### config.mk
export PLATFORM = sky130hd
export DESIGN_NAME = uart_transmitter
export DESIGN_NICKNAME = d
export VERILOG_FILES = /design/src/rtl/uart_transmitter.sv
export SDC_FILE = /design/constraint.sdc
export NUM_CORES = 1
export LEC_CHECK = 0
export ABC_AREA = 1
export CAP_MARGIN = 15
export CORE_ASPECT_RATIO = 1.25
export CORE_MARGIN = 1.5
export CORE_UTILIZATION = 54
export CTS_BUF_LIST = sky130_fd_sc_hd__clkbuf_8
export DETAILED_ROUTE_END_ITERATION = 12
export PLACE_DENSITY = 0.74
export SYNTH_ARGS = -nofsm -noshare
export SYNTH_HDL_FRONTEND = slang
export SYNTH_SLANG_ARGS = --single-unit
### constraint.sdc
create_clock -name clk -period 3.21 [get_ports clk]
set_input_delay 0.4815 -clock clk [delete_from_list [all_inputs] [get_ports clk]]
set_output_delay 0.4815 -clock clk [all_outputs]
set_load 0.005 [all_outputs]
### src/rtl/uart_transmitter.sv
// uart_transmitter: 8N1 serial transmitter; rate and byte are latched per frame.
// Define UART_TX_PARITY_EN to append an even parity bit (11-bit frame).
module uart_transmitter #(
  parameter int unsigned CLK_HZ = 50000000
) (
  input  logic       clk,
  input  logic       reset,
  input  logic [7:0] Tx_DATA,
  input  logic       Tx_WR,
  input  logic       Tx_EN,
  input  logic [2:0] baud_select,
  output logic       TxD,
  output logic       Tx_BUSY,
  output logic       Tx_DONE
);

  typedef enum logic [2:0] {
    IDLE,
    START,
    DATA,
    PARITY,
    STOP
  } state_t;

  function automatic int unsigned div_of(input int unsigned baud);
    int unsigned d;
    d = (CLK_HZ + 8 * baud) / (16 * baud);
    return (d == 0) ? 32'd1 : d;
  endfunction

  localparam int unsigned DMAX = div_of(300);
  localparam int DW = $clog2(DMAX + 1);

  localparam logic [DW-1:0] DIV0 = DW'(div_of(300));
  localparam logic [DW-1:0] DIV1 = DW'(div_of(1200));
  localparam logic [DW-1:0] DIV2 = DW'(div_of(4800));
  localparam logic [DW-1:0] DIV3 = DW'(div_of(9600));
  localparam logic [DW-1:0] DIV4 = DW'(div_of(19200));
  localparam logic [DW-1:0] DIV5 = DW'(div_of(38400));
  localparam logic [DW-1:0] DIV6 = DW'(div_of(57600));
  localparam logic [DW-1:0] DIV7 = DW'(div_of(115200));

  state_t        state_q, state_d;
  logic [7:0]    data_q, data_d;
  logic [2:0]    baud_q, baud_d;
  logic [DW-1:0] div_q, div_d;
  logic [DW-1:0] div_sel;
  logic [3:0]    tick_q, tick_d;
  logic [2:0]    bit_q, bit_d;
  logic          txd_q, txd_d;
  logic          busy_q, busy_d;
  logic          done_q, done_d;
  logic          accept;
  logic          tick;
  logic          bit_end;

  always_comb begin
    div_sel = DIV7;
    unique case (baud_q)
      3'd0: div_sel = DIV0;
      3'd1: div_sel = DIV1;
      3'd2: div_sel = DIV2;
      3'd3: div_sel = DIV3;
      3'd4: div_sel = DIV4;
      3'd5: div_sel = DIV5;
      3'd6: div_sel = DIV6;
      3'd7: div_sel = DIV7;
    endcase
  end

  assign accept  = (state_q == IDLE) && Tx_WR && Tx_EN && !busy_q;
  assign tick    = (div_q == div_sel - DW'(1));
  assign bit_end = tick && (tick_q == 4'd15);

  always_comb begin
    state_d = state_q;
    data_d  = data_q;
    baud_d  = baud_q;
    div_d   = div_q;
    tick_d  = tick_q;
    bit_d   = bit_q;
    done_d  = 1'b0;

    if (state_q != IDLE) begin
      div_d = tick ? '0 : div_q + DW'(1);
      if (tick) tick_d = tick_q + 4'd1;
    end

    unique case (state_q)
      IDLE: begin
        if (accept) begin
          state_d = START;
          data_d  = Tx_DATA;
          baud_d  = baud_select;
          div_d   = '0;
          tick_d  = '0;
          bit_d   = '0;
        end
      end
      START: begin
        if (bit_end) state_d = DATA;
      end
      DATA: begin
        if (bit_end) begin
          bit_d = bit_q + 3'd1;
          if (bit_q == 3'd7) begin
`ifdef UART_TX_PARITY_EN
            state_d = PARITY;
`else
            state_d = STOP;
`endif
          end
        end
      end
      PARITY: begin
        if (bit_end) state_d = STOP;
      end
      STOP: begin
        if (bit_end) begin
          state_d = IDLE;
          done_d  = 1'b1;
        end
      end
      default: state_d = IDLE;
    endcase

    busy_d = (state_d != IDLE);
  end

  // line level trails the state register by one clock
  always_comb begin
    txd_d = 1'b1;
    unique case (state_q)
      IDLE:    txd_d = 1'b1;
      START:   txd_d = 1'b0;
      DATA:    txd_d = data_q[bit_q];
      PARITY:  txd_d = ^data_q;
      STOP:    txd_d = 1'b1;
      default: txd_d = 1'b1;
    endcase
  end

  always_ff @(posedge clk or negedge reset) begin
    if (!reset) begin
      state_q <= IDLE;
      data_q  <= '0;
      baud_q  <= '0;
      div_q   <= '0;
      tick_q  <= '0;
      bit_q   <= '0;
      txd_q   <= 1'b1;
      busy_q  <= 1'b0;
      done_q  <= 1'b0;
    end else begin
      state_q <= state_d;
      data_q  <= data_d;
      baud_q  <= baud_d;
      div_q   <= div_d;
      tick_q  <= tick_d;
      bit_q   <= bit_d;
      txd_q   <= txd_d;
      busy_q  <= busy_d;
      done_q  <= done_d;
    end
  end

  assign TxD     = txd_q;
  assign Tx_BUSY = busy_q;
  assign Tx_DONE = done_q;

endmodule

==> impl_metrics.toml, run 1 <==
[worst_setup_path]
worst_setup_path_end_kind = "flip-flop"
arrival_ps = 3090
cp.required_ps = 3390
path_max_fanout = 6
path_class = "reg -> reg"
critPathLaunchType = "flip-flop"

[cts]
cts-buffers-inserted = 5
cts_tree = "done"
cts_sinks = 38
holdBufCountCts = 0
root_buffer = "clkbuf_8"
htree_num_levels = 2
clk_pin_slew_ps = 80
clk_latency_ps = 290
clock_path_buffers = 2

[routing]
viasPerCell = 5.226
drt-total-wl_mm = 6.777
num_vias = 2733
drc = 0
drtPass1Iterations = 4
antenna_left = 0
wl_per_cell_um = 12.96
drt_first_iter_violations = 134

[sta]
drv_slew = 0
finalSetupViolCount = 0
period_share_pct = 90.70
max_freq_ghz = 0.3435
rsz0062_at_grt = "no"
fin_tns_setup_ps = 0
worstMarginPinSlew_ps = 831.7
skew_ps = 8.078
maxSlewHeadroom_pct = 44.13
min_period_ps = 2911
finalHoldViolCount = 0
finalWorstSetupSlack_ps = 298.7

[cells_and_area]
fin_nets = 487
diodes = 0
final_common_cell = "nand2_1"
drive_gt1_share_pct = 12.80
fill_cells = 483
area_growth_pct = 12.54
final_area_um2 = 3301
final_cell_mix = "145 x nand2_1, 58 x inv_1, 41 x nand3_1, 35 x dfrtp_1, 33 x nor2_1"
final_core_util_pct = 64.06

[pwr]
comb_power_share_pct = 2.8
switching_share_pct = 20.16
clkPwrFrac_pct = 44.3
powerDensity_nw_per_um2 = 273.7
p_int_uw = 721.2
p_total_uw = 903.4
switchingPower_uw = 182.1
peakVddDrop_mv = 0.3079
leakage_nw = 1.805
seqPwrFrac_pct = 53.0

[placement]
dp_slack_ps = 252.7
portBuffers = 17
placed_cell_area_um2 = 3172
place.gp.congestion = 0.8884
dpl.hpwl_mm = 5.343

[grt]
overflow = 0
grt_pass1_wl_mm = 11.79
grt_use_total_pct = 26.51
grt_pass1_vias = 2766
antenna_found_initial = 0
grt_max_degree = 39

[synthesis]
syn_nets = 462
yosysTopAreaCellShare_pct = 31.57
synth_area_um2 = 2933
yosys-top-cells-area = "dfrtp_1 32%, nand2_1 19%, inv_1 7.6%"
syn_inst = 435
synth_edf_count = 0
ys_async_sr_fraction_pct = 100.0
yosysTopAreaCell = "dfrtp_1"
synth_seq_cells = 38
syn_avg_cell_area_um2 = 6.742
ys_warn_count = 0
ys_types = 37
ys_seq_area_share_pct = 32.47
synthFlopType = "dfrtp_1"

[worst_hold_path]
hold_path_class = "in -> async"

[outcome]
status = "finished clean"

[floorplan]
start_util_pct = 56.92
num_rows = 29
die_x_um = 68.92
ios = 18
die_height_um = 85.40
die-area_um2 = 5885
core_area_um2 = 5152

[run]
maxCapViolations = 0
-- synthesized netlist by cell type (2+ instances only) --
library cell and instances:
nor2_2 7, nor2_1 34, nor2_4 5, ha_1 12, dfrtp_1 37, nand4_1 10
nand2_2 14, nand2_1 145, inv_1 59, nand3_2 3, nand2_4 3, or2_2 2
xnor2_1 4, inv_2 4, o21ai_0 15, a21oi_1 5, nand3_1 41, nand3b_1 2
xor2_1 9, clkbuf_1 2, nor3_1 6
-- per-stage QoR --
step | hold WS (ps) | cells
floorplan | 185.9 | 435
global placement | 499.2 | 513
detailed placement | 505.9 | 513
CTS | 313.4 | 521
global route | 362.2 | 523
finish | 284.7 | 523
-- logic make-up (layout without fill, tap and decap cells) --
| kind of cell | after synthesis | count (layout) | synth area share (%) |
|---|---|---|---|
| adders and majority gates | 12 | 12 | 5.119 |
| xor gates and xnor gates | 13 | 13 | 3.882 |
| AOI/OAI and AO/OA | 29 | 29 | 5.760 |
| and+or+nand+nor | 276 | 276 | 43.94 |
| buffers and inverters | 67 | 93 | 8.831 |
| DFF | 38 | 38 | 32.47 |
-- final timing paths --
check	depth (start not counted)	slack, ps	to	startpoint
setup / recovery	19	300	bit_q[1]$_DFFE_PN0P_	baud_q[1]$_DFFE_PN0P_
hold / removal	1	280	data_q[1]$_DFFE_PN0P_	reset
setup reg to reg	19	300	bit_q[1]$_DFFE_PN0P_	baud_q[1]$_DFFE_PN0P_
hold reg to reg	2	520	data_q[4]$_DFFE_PN0P_	data_q[4]$_DFFE_PN0P_
max in group asynchronous	1	2350	baud_q[0]$_DFFE_PN0P_	reset
min in group clk	2	520	data_q[4]$_DFFE_PN0P_	data_q[4]$_DFFE_PN0P_
-- state kept, by name, indices dropped and copies added, names as in the netlist --
| register | count |
|---|---|
| TxD | 1 |
| data_q | 8 |
| baud_q | 3 |
| Tx_DONE | 1 |
| bit_q | 3 |
| tick_q | 4 |
| div_q | 14 |
| state_q | 3 |
| Tx_BUSY | 1 |
-- power groups by stage --
stage                     Clock, mW  Sequential, mW  Combinational (mW)
after floorplan                   0           0.488            0.000284
after global placement            0           0.488              0.0257
after detailed placement          0           0.488              0.0258
after CTS                     0.407           0.478              0.0259
after global routing          0.427           0.478              0.0286
final                         0.400           0.478              0.0250
-- cell type report --
type                            count  area [um2]  area share [%]
Timing Repair Buffer               21       195.2           5.914
Tap cell                           62       77.57           2.350
Sequential cell                    38       954.7           28.92
Clock inverter                      3       40.04           1.213
Multi-Input combinational cell    330        1724           52.24
Clock buffer                        5       68.82           2.085
Inverter                           64       240.2           7.278
-- critical path: stages, from the launching register on --
cell	delay (ps)
dfrtp_2	460
inv_1	180
ha_1	200
nand2_2	60
o21ai_2	90
ha_1	280
xor2_1	200
nand2_1	70
nor2_1	150
nand3_1	130
nor2_2	130
nand2_1	60
nor2_1	130
nand2_1	100
nor2_2	140
nand2_1	90
nand2_2	150
inv_2	50
nand2_1	50
nand2_1	60
-- what timing repair did --
item	4_1_cts	5_1_grt
endpoints found under the setup margin	0	14
gates resized for setup	0	4
setup buffers	0	2
-- layer usage --
layer	wire length, um	share of wire (%)	up-vias	track usage, %
met5	0	0	-	0
met4	272	4.0	0	13.73
met3	161	2.4	22	2.918
met2	3449	51	56	47.38
met1	2894	43	1238	29.78
li1	-	-	1417	-
Note: power is estimated with default switching activity, not from simulation.
==> inputs of run 2 (changes only) <==
ABC_AREA = default   (was 1)
CORE_UTILIZATION = 55   (was 54)
PLACE_DENSITY = 0.75   (was 0.74)
==> impl_metrics.toml, run 2 <==
[outcome]
status = "finished clean"

[placement]
portBuffers = 17
placed_cell_area_um2 = 2959
place.gp.congestion = 1.005
dpl.hpwl_mm = 4.230

[synthesis]
ys_seq_area_share_pct = 35.36
ys_types = 60
syn_inst = 278
yosysTopAreaCell = "dfrtp_1"
synth_seq_cells = 38
syn_avg_cell_area_um2 = 9.686
syn_nets = 305
yosys-top-cells-area = "dfrtp_1 34%, xnor2_1 6.5%, ha_1 5.6%"
synthFlopType = "dfrtp_1"
synth_area_um2 = 2693
ys_warn_count = 0
synth_edf_count = 0
ys_async_sr_fraction_pct = 100.0
yosysTopAreaCellShare_pct = 34.39
synth_common_cells = "37 x dfrtp_1, 27 x nor2_1, 20 x nand2_1, 20 x xnor2_1, 13 x mux2_2"
synth_most_common_cell = "dfrtp_1"

[routing]
drt_first_iter_violations = 147
met3_length_um = 90
num_vias = 2105
drtPass1Iterations = 4
antenna_left = 0
route.met2.wl_mm = 3.013
drc = 0
drt-total-wl_mm = 5.766
wl_met1_mm = 2.570
highest_layer = "met4"
wl_per_cell_um = 15.88
viasPerCell = 5.799

[worst_setup_path]
critPathLaunchType = "flip-flop"
crit_chain = "inv_1, ha_1, mux2_2, ha_2, xnor2_1, a221oi_1, o2111ai_1, nor4_2, nand4_4, or2_2, a32o_1"
reg2regPathDepth = 11
worst_setup_path_end_kind = "flip-flop"
max_stage_delay_ps = 410
cp.required_ps = 3390
path_max_fanout = 8
path_class = "reg -> reg"
arrival_ps = 3230
r2r_start = "baud_q[1]$_DFFE_PN0P_"
rrSetupSlack_ps = 150
crit_slowest_cell = "dfrtp_1"
reg2reg_to = "div_q[1]$_DFF_PN0_"

[cells_and_area]
final_common_cell = "dfrtp_1"
diodes = 0
largest_register_ffs = 14
final_cell_mix = "37 x dfrtp_1, 27 x nor2_1, 20 x nand2_1, 20 x xnor2_1, 16 x clkdlybuf4s50_1"
fin_nets = 329
largest-register = "div_q"
final_area_um2 = 3167
drive_gt1_share_pct = 19.80
area_growth_pct = 17.61
reg.largest.list = "div_q (14), data_q (8), tick_q (4)"

[pwr]
peakVddDrop_mv = 0.3423
clkPwrFrac_pct = 50.1
seqPwrFrac_pct = 47.4
switchingPower_uw = 185.4
p_int_uw = 824.2
powerDensity_nw_per_um2 = 318.8
comb_power_share_pct = 2.5
switching_share_pct = 18.36
leakage_nw = 1.339

[grt]
grt_pass1_wl_mm = 9.673
grt_use_total_pct = 23.71
overflow = 0
grt_max_degree = 39
grt_pass1_vias = 2083
antenna_found_initial = 0

[cts]
cts_tree = "done"
cts_sinks = 38
cts-buffers-inserted = 5
clk_pin_slew_ps = 80
htree_num_levels = 2
clock_path_buffers = 2
root_buffer = "clkbuf_8"
clk_latency_ps = 290
holdBufCountCts = 0

[floorplan]
die_height_um = 81.23
start_util_pct = 56.93
core_area_um2 = 4730
ios = 18
die_x_um = 65.58
num_rows = 28
die-area_um2 = 5327

[run]
maxCapViolations = 0

[sta]
finalSetupViolCount = 0
drv_slew = 0
max_freq_ghz = 0.3273
min_period_ps = 3055
worstMarginPinSlew_ps = 844.8
rsz0062_at_grt = "no"
maxSlewHeadroom_pct = 43.68
finalHoldViolCount = 0
fin_tns_setup_ps = 0
period_share_pct = 95.19
skew_ps = 7.888

[worst_hold_path]
hold_path_class = "in -> async"
-- run 2: changes by cell type after synthesis, sizes merged, moves of 4 or more --
| cell | before | now |
|---|---|---|
| nand2 | 162 | 20 |
| inv | 63 | 8 |
| nand3 | 45 | 12 |
| nor2 | 46 | 27 |
| xnor2 | 4 | 20 |
| mux2 | 0 | 13 |
| mux2i | 0 | 12 |
| o21ai | 17 | 7 |
| buf | 1 | 8 |
| nand2b | 0 | 7 |
| nand4 | 10 | 6 |
| nor3b | 0 | 4 |
| nor4 | 0 | 4 |
-- run 2: metal layers --
layer  vias up  track usage (%)
li1       1039                -
met1      1032            29.51
met2        25            41.94
met3         9            4.017
met4         0            7.292
met5         -                0
-- run 2: layout make-up --
cell class	count	area [um2]
tap	60	75.07
fill	377	1563
sequential	38	952.2
clock inverter	2	60.06
timing repair buffer	30	262.8
clock buffer	6	82.58
multi-input combinational	219	1704
inverter	8	30.03
-- run 2: cells by family after synthesis --
| logic type | after synthesis | share of synthesized area [%] |
|---|---|---|
| fa+ha+maj | 12 | 5.576 |
| xor+xnor | 32 | 10.92 |
| simple gates | 113 | 23.28 |
| flops | 38 | 35.36 |
| compound gates | 35 | 9.805 |
| mux | 27 | 11.57 |
| buf+inv | 21 | 3.485 |
-- run 2: worst max-delay path: cells and delay by family, from the launching register on --
family | cells | cell delay, ps
flops | 1 | 410
fa+ha+maj | 2 | 550
simple gates | 3 | 830
xor+xnor | 1 | 70
compound gates | 3 | 730
buf+inv | 1 | 70
mux | 1 | 280
-- run 2: stage by stage --
| step | std cells | power (mW) | setup WS, ps | hold slack, ps | util [%] |
|---|---|---|---|---|---|
| 2_1_floorplan | 278 | 0.4883 | 56.47 | 185.9 | - |
| 3_3_place_gp | 354 | 0.5137 | 124.5 | 505.5 | 62.57 |
| 3_5_place_dp | 354 | 0.5142 | 45.93 | 518.8 | 62.57 |
| 4_1_cts | 362 | 1.023 | 4.685 | 316.4 | 65.58 |
| 5_1_grt | 363 | 1.042 | 21.86 | 362.7 | 66.96 |
| 6_report | 363 | 1.010 | 154.6 | 291.9 | 66.96 |
-- run 2: worst max path at each step --
stage | start | endpoint
4_1_cts | baud_q[1]$_DFFE_PN0P_ | bit_q[1]$_DFFE_PN0P_
2_1_floorplan | baud_q[0]$_DFFE_PN0P_ | bit_q[0]$_DFFE_PN0P_
3_3_place_gp | baud_q[1]$_DFFE_PN0P_ | bit_q[0]$_DFFE_PN0P_
3_5_place_dp | baud_q[1]$_DFFE_PN0P_ | bit_q[1]$_DFFE_PN0P_
6_report | baud_q[1]$_DFFE_PN0P_ | div_q[1]$_DFF_PN0_
5_1_grt | baud_q[1]$_DFFE_PN0P_ | div_q[1]$_DFF_PN0_
-- run 2: what timing repair did --
action / in CTS / in global routing
resized for setup: 0 / 10
endpoints found under the setup margin: 0 / 26
setup buffers: 0 / 1
-- run 2: power groups by stage --
| stage | sequential, mW | clock (mW) | combinational (mW) |
|---|---|---|---|
| after CTS | 0.478 | 0.518 | 0.0263 |
| final | 0.478 | 0.506 | 0.0252 |
| after global placement | 0.488 | 0 | 0.0259 |
| after global routing | 0.478 | 0.536 | 0.0286 |
| after detailed placement | 0.488 | 0 | 0.0264 |
| after floorplan | 0.488 | 0 | 0.000434 |
==> inputs of run 3 (changes only) <==
CTS_CLUSTER_DIAMETER = 80   (was default)
==> results of run 3 <==
Final layout, timing and power as in run 2 (identical DEF).
